===== config.mk =====
export PLATFORM = sky130hd
export DESIGN_NAME = uart_rx_os16_flat
export DESIGN_NICKNAME = d
export VERILOG_FILES = /design/src/rtl/uart_rx_os16_if.sv /design/src/rtl/uart_rx_os16.sv /design/src/flat_wrapper.sv
export SDC_FILE = /design/constraint.sdc
export NUM_CORES = 1
export LEC_CHECK = 0
export BUFFER_PORTS_ARGS = -buffer_cell sky130_fd_sc_hd__buf_2
export CAP_MARGIN = 15
export CORE_MARGIN = 5
export CORE_UTILIZATION = 40
export CTS_CLUSTER_SIZE = 24
export DETAILED_ROUTE_END_ITERATION = 12
export HOLD_SLACK_MARGIN = 0.05
export RECOVER_POWER = 50
export SKIP_CTS_REPAIR_TIMING = 1
export SLEW_MARGIN = 20
export SYNTH_ARGS = -nofsm -noshare
export SYNTH_HDL_FRONTEND = slang
export SYNTH_SLANG_ARGS = --single-unit
export TNS_END_PERCENT = 1

===== constraint.sdc =====
create_clock -name clk -period 2.6 [get_ports clk]
set_clock_uncertainty 0.05 [all_clocks]
set_input_delay 0.52 -clock clk [delete_from_list [all_inputs] [get_ports clk]]
set_output_delay 0.52 -clock clk [all_outputs]
set_load 0.01 [all_outputs]

===== src/rtl/uart_rx_os16_if.sv =====
// Receive-side bundle of the 16x-oversampling UART receiver: serial line in, framed byte and status out.
interface uart_rx_os16_if;
   logic       rxd;
   logic [7:0] data_o;
   logic       data_valid;
   logic       frame_err;
   logic       busy;

   // Receiver side: consumes the line, produces the byte and its strobes.
   modport slave (
      input  rxd,
      output data_o, data_valid, frame_err, busy
   );

   // Line driver / byte consumer side.
   modport master (
      output rxd,
      input  data_o, data_valid, frame_err, busy
   );
endinterface


===== src/rtl/uart_rx_os16.sv =====
// 8N1 UART receiver on the system clock: 16x prescaler, start-glitch rejection,
// 3-sample majority per bit and stop-bit framing check.
module uart_rx_os16 #(
   parameter int CLK_FREQ  = 100_000_000,
   parameter int BAUD_RATE = 9600
) (
   input  logic          clk,
   input  logic          rst_n,
   uart_rx_os16_if.slave bus
);
   localparam int DIV = CLK_FREQ / (BAUD_RATE * 16);
   localparam int PW  = (DIV > 1) ? $clog2(DIV) : 1;

   typedef enum logic [2:0] {IDLE, START, DATA, STOP, WAIT_HIGH} state_t;

   state_t        state, state_nxt;
   logic [1:0]    sync_q;
   logic          rx_s;
   logic [PW-1:0] prescale;
   logic [3:0]    tick_cnt;
   logic [2:0]    bit_idx, bit_idx_nxt;
   logic [7:0]    shift, shift_nxt;
   logic          s7, s8;
   logic          tick, mid, last, majority;
   logic          valid_nxt, ferr_nxt;

   assign rx_s     = sync_q[1];
   assign tick     = (state != IDLE) && (prescale == PW'(DIV - 1));
   assign mid      = tick && (tick_cnt == 4'd9);
   assign last     = tick && (tick_cnt == 4'd15);
   // Third vote is the live sample at tick 9, so the bit resolves without an extra cycle.
   assign majority = (s7 & s8) | (s7 & rx_s) | (s8 & rx_s);
   assign bus.busy = (state != IDLE);

   always_comb begin
      // NOTE: every output of this block gets a default first so no path leaves one unassigned and infers a latch.
      state_nxt   = state;
      bit_idx_nxt = bit_idx;
      shift_nxt   = shift;
      valid_nxt   = 1'b0;
      ferr_nxt    = 1'b0;
      case (state)
         IDLE:      if (!rx_s) state_nxt = START;
         START: begin
            if (mid && majority) state_nxt = IDLE;
            else if (last) begin
               state_nxt   = DATA;
               bit_idx_nxt = 3'd0;
            end
         end
         DATA: begin
            if (mid) shift_nxt = {majority, shift[7:1]};
            if (last) begin
               if (bit_idx == 3'd7) state_nxt = STOP;
               else bit_idx_nxt = bit_idx + 3'd1;
            end
         end
         STOP: begin
            // Leaving at mid-stop leaves half a bit to catch a back-to-back start edge.
            if (mid) begin
               if (majority) begin
                  valid_nxt = 1'b1;
                  state_nxt = IDLE;
               end else begin
                  ferr_nxt  = 1'b1;
                  state_nxt = WAIT_HIGH;
               end
            end
         end
         WAIT_HIGH: if (rx_s) state_nxt = IDLE;
         default:   state_nxt = IDLE;
      endcase
   end

   always_ff @(posedge clk or negedge rst_n) begin
      if (!rst_n) begin
         state          <= IDLE;
         sync_q         <= 2'b11;
         prescale       <= '0;
         tick_cnt       <= 4'd0;
         bit_idx        <= 3'd0;
         shift          <= 8'd0;
         s7             <= 1'b0;
         s8             <= 1'b0;
         bus.data_o     <= 8'd0;
         bus.data_valid <= 1'b0;
         bus.frame_err  <= 1'b0;
      end else begin
         // NOTE: non-blocking assignments so every register samples pre-edge values, independent of statement order.
         state   <= state_nxt;
         sync_q  <= {sync_q[0], bus.rxd};
         bit_idx <= bit_idx_nxt;
         shift   <= shift_nxt;

         // Held at zero while idle so the tick phase starts from the start edge.
         if (state == IDLE)                     prescale <= '0;
         else if (prescale == PW'(DIV - 1))     prescale <= '0;
         else                                   prescale <= prescale + PW'(1);

         if (state_nxt != state) tick_cnt <= 4'd0;
         else if (tick)          tick_cnt <= tick_cnt + 4'd1;

         if (tick && tick_cnt == 4'd7) s7 <= rx_s;
         if (tick && tick_cnt == 4'd8) s8 <= rx_s;

         if (valid_nxt) bus.data_o <= shift;
         bus.data_valid <= valid_nxt;
         bus.frame_err  <= ferr_nxt;
      end
   end
endmodule


===== src/flat_wrapper.sv =====
// flat-port wrapper written by rule: the top's interface ports become plain ports
module uart_rx_os16_flat 
#(
   parameter int CLK_FREQ  = 100_000_000,
   parameter int BAUD_RATE = 9600
)
  (clk, rst_n, bus_rxd, bus_data_o, bus_data_valid, bus_frame_err, bus_busy);
  uart_rx_os16_if bus_i ();
  input  logic clk;
  input  logic rst_n;
  input wire logic [$bits(bus_i.rxd)-1:0] bus_rxd;
  output wire logic [$bits(bus_i.data_o)-1:0] bus_data_o;
  output wire logic [$bits(bus_i.data_valid)-1:0] bus_data_valid;
  output wire logic [$bits(bus_i.frame_err)-1:0] bus_frame_err;
  output wire logic [$bits(bus_i.busy)-1:0] bus_busy;
  assign bus_i.rxd = bus_rxd;
  assign bus_data_o = bus_i.data_o;
  assign bus_data_valid = bus_i.data_valid;
  assign bus_frame_err = bus_i.frame_err;
  assign bus_busy = bus_i.busy;
  uart_rx_os16 #(.CLK_FREQ(CLK_FREQ), .BAUD_RATE(BAUD_RATE)) u_core (.clk(clk), .rst_n(rst_n), .bus(bus_i));
endmodule

==> run_results.csv <==
group,metric,value,unit
synth,ys_async_sr_fraction,100,%
placement,dp_cells,250,
critical_path,slowest_stage,"or4b_4",
placement,portBuffers,13,
global_route,grt_usage,12.2,%
clock_network,clk_latency,0.30,ns
timing,hold_ws,0.267,ns
power,total_power,1.11,mW
power,sw_frac_of_total,23.4,%
timing,fmax,427,MHz
clock_network,cts_tree,"yes",
worst_hold_path,hold_class,"input port to flip-flop",
synth,syn_inst,173,
timing,final_max_slew_viol_count,0,
critical_path,worstPathArrival,2.47,ns
route,drt-total-wl,3530,µm
flow_run,drv_cap,0,
layout,fill_cells,482,
synth,syn-num-nets,183,
clock_network,cts_max_path_buffers,2,
critical_path,path_buf_inv,0,
layout,insertedDiodeCount,0,
die,std_cell_rows,26,
timing,setup_viol,0,
worst_hold_path,whs_path_depth,1,
clock_network,cts_num_sinks,42,
power,p_per_area,490,nW/µm²
critical_path,max_stage_delay,0.59,ns
power,power_leakage,1.11,nW
global_route,grt_max_degree,43,
power,netSwitchingPower,0.260,mW
route,drc,0,
critical_path,critPathMaxFanout,8,
layout,fin_nets,197,
power,power_frac_clock,39.6,%
layout,area_growth,9.96,%
timing,hold_viol_final,0,
clock_network,clockRootBuffer,"clkbuf_8",
clock_network,clkTransAtPathRegs,0.08,ns
global_route,grt_pass1_vias,1382,
die,fp.coreArea,5040,µm²
critical_path,critical_path_required,2.73,ns
synth,ys_seq_elements,42,
clock_network,cts_htree_levels,2,
critical_path,cp-end-kind,"flip-flop",
global_route,grt_pass1_wl,6280,µm
timing,fin_crit_sh,90.1,%
timing,tightest_slew,1.06,ns
critical_path,crit_chain,"or4b_4 -> nor4b_4 -> and4b_1 -> mux2_2",
clock_network,cts_buffers,5,
route,firstDrtPassIters,4,
power,vdd_drop_max,0.000256,V
synth,synth_area_per_cell,11.9,µm²
route,wl_per_cell,13.7,µm
power,power.share.combinational,1.2,%
die,die-area,6690,µm²
critical_path,cp_top_family,"simple AND/OR/NAND/NOR gates",
synth,yosysWarnings,0,
timing,finalCriticalPeriod,2.34,ns
power,intPower,0.851,mW
timing,slew_headroom,29.1,%
power,seqPwrFrac,59.2,%
synth,syn-cell-area,2060,µm²
die,ioPinCount,14,
critical_path,cp-start-kind,"flip-flop",
die,die_x,81.8,µm
synth,synth_edf_count,0,
global_route,antenna_found_initial,0,
route,vias,1319,
critical_path,crit_type,"flip-flop to flip-flop",
synth,yosysTopAreaCellShare,48.6,%
critical_path,crit_cells,4,
layout,mostFrequentLayoutCells,"40 x dfrtp_1, 17 x nor2_1, 11 x nand2_1",
run_status,status,"complete, no violations",
placement,gp_congestion,0.827,
placement,place_ws,0.269,ns
synth,ys_top_cells_by_area,"dfrtp_1 49%, mux2_4 5.8%, mux2_2 4.9%",
route,routed_via_density,5.11,
layout,final_common_cell,"dfrtp_1",
synth,ys_seq_area_share,51.1,%
synth,synth_cell_types,45,
synth,synth-main-ff-cell,"dfrtp_1",
timing,setup_slack,0.258,ns
die,initial_core_util,40.9,%
route,ant_nets,0,
timing,tns,0,ns
layout,final_layout_size_suffix_gt1_share,25.0,%
global_route,grt_remaining_overflow,0,
placement,hpwl,2480,µm
timing,rsz0062_at_grt,"no",
layout,instances_no_fill,258,
die,chipHeight,81.8,µm
route,drt_iter0_drc,118,
critical_path,rr_worst_depth,4,
synth,yosysTopAreaCell,"dfrtp_1",
## path summary, 6_finish.rpt
check | start | to | slack, ns
min | bus_rxd | u_core.sync_q[0] | 0.27
min in group asynchronous | rst_n | u_core.s8 | 0.34
max | u_core.prescale[5] | u_core.shift[4] | 0.26
max in group asynchronous | rst_n | u_core.tick_cnt[2] | 1.49
min reg2reg | u_core.sync_q[0] | u_core.sync_q[1] | 0.31
max reg2reg | u_core.prescale[5] | u_core.shift[4] | 0.26
## cell usage after synthesis (2+ instances only)
cell type / n
dfrtp_1: 40
nor2_1: 17
nand2_1: 11
mux2_2: 9
mux2_4: 8
ha_1: 7
inv_1: 6
nand3_1: 6
xnor2_1: 6
clkbuf_1: 5
xor2_1: 5
nor3_1: 4
o21ai_0: 4
a21boi_0: 3
and3_1: 3
buf_6: 3
and3b_1: 2
dfstp_2: 2
nand4b_1: 2
nor4_1: 2
nor4b_1: 2
o211ai_1: 2
or3_1: 2
## power by group through the flow
stage	logic (mW)	clock network [mW]	registers, mW
after global routing	0.0168	0.478	0.658
after detailed placement	0.0148	0	0.670
after floorplan	0.0000564	0	0.670
after global placement	0.0143	0	0.670
final	0.0137	0.439	0.657
after CTS	0.0148	0.457	0.657
## metal layers
| layer | GRT usage, % | vias to the layer above | part of all wire (%) |
|---|---|---|---|
| li1 | - | 633 | - |
| met1 | 15.4 | 662 | 46 |
| met2 | 20.1 | 19 | 48 |
| met3 | 3.73 | 5 | 4.1 |
| met4 | 3.49 | 0 | 1.2 |
| met5 | 0 | - | 0 |
## cell type report
class / count / area, µm² / area share, %
sequential: 42 / 1050 / 46.5
multi-input combinational: 117 / 932 / 41.1
tap: 70 / 87.6 / 3.87
timing repair buffer: 15 / 76.3 / 3.37
clock buffer: 5 / 68.8 / 3.04
clock inverter: 3 / 25.0 / 1.10
inverter: 6 / 22.5 / 0.994
## worst register-to-register path, cell delays in order, from the launching register on
cell	delay, ns
dfrtp_1	0.42
or4b_4	0.59
nor4b_4	0.32
and4b_1	0.47
mux2_2	0.39
## sequential cells by signal, summed over array words and instances, names as in the netlist, 2 cells and up
name and count:
u_core.shift 8, u_core.tick_cnt 4, u_core.state 3, u_core.bit_idx 3, u_core.prescale 10, u_core.bus.data_o 8
u_core.sync_q 2
## metrics by stage
stage / util (%) / cell area (µm²)
after floorplan: - / 2060
after detailed placement: 43.2 / 2180
after CTS: 45.0 / 2270
after global placement: 43.2 / 2180
after global routing: 44.9 / 2270
final: 44.9 / 2270
## logic make-up after synthesis
kind of cell,count (synthesis),synth area share (%)
muxes,19,11.8
AOI/OAI and AO/OA,14,4.55
and+or+nand+nor,65,19.5
DFF,42,51.1
xor gates and xnor gates,11,4.68
adders and majority gates,8,4.74
buffers and inverters,14,3.64
Note: power is estimated with default switching activity, not from simulation.
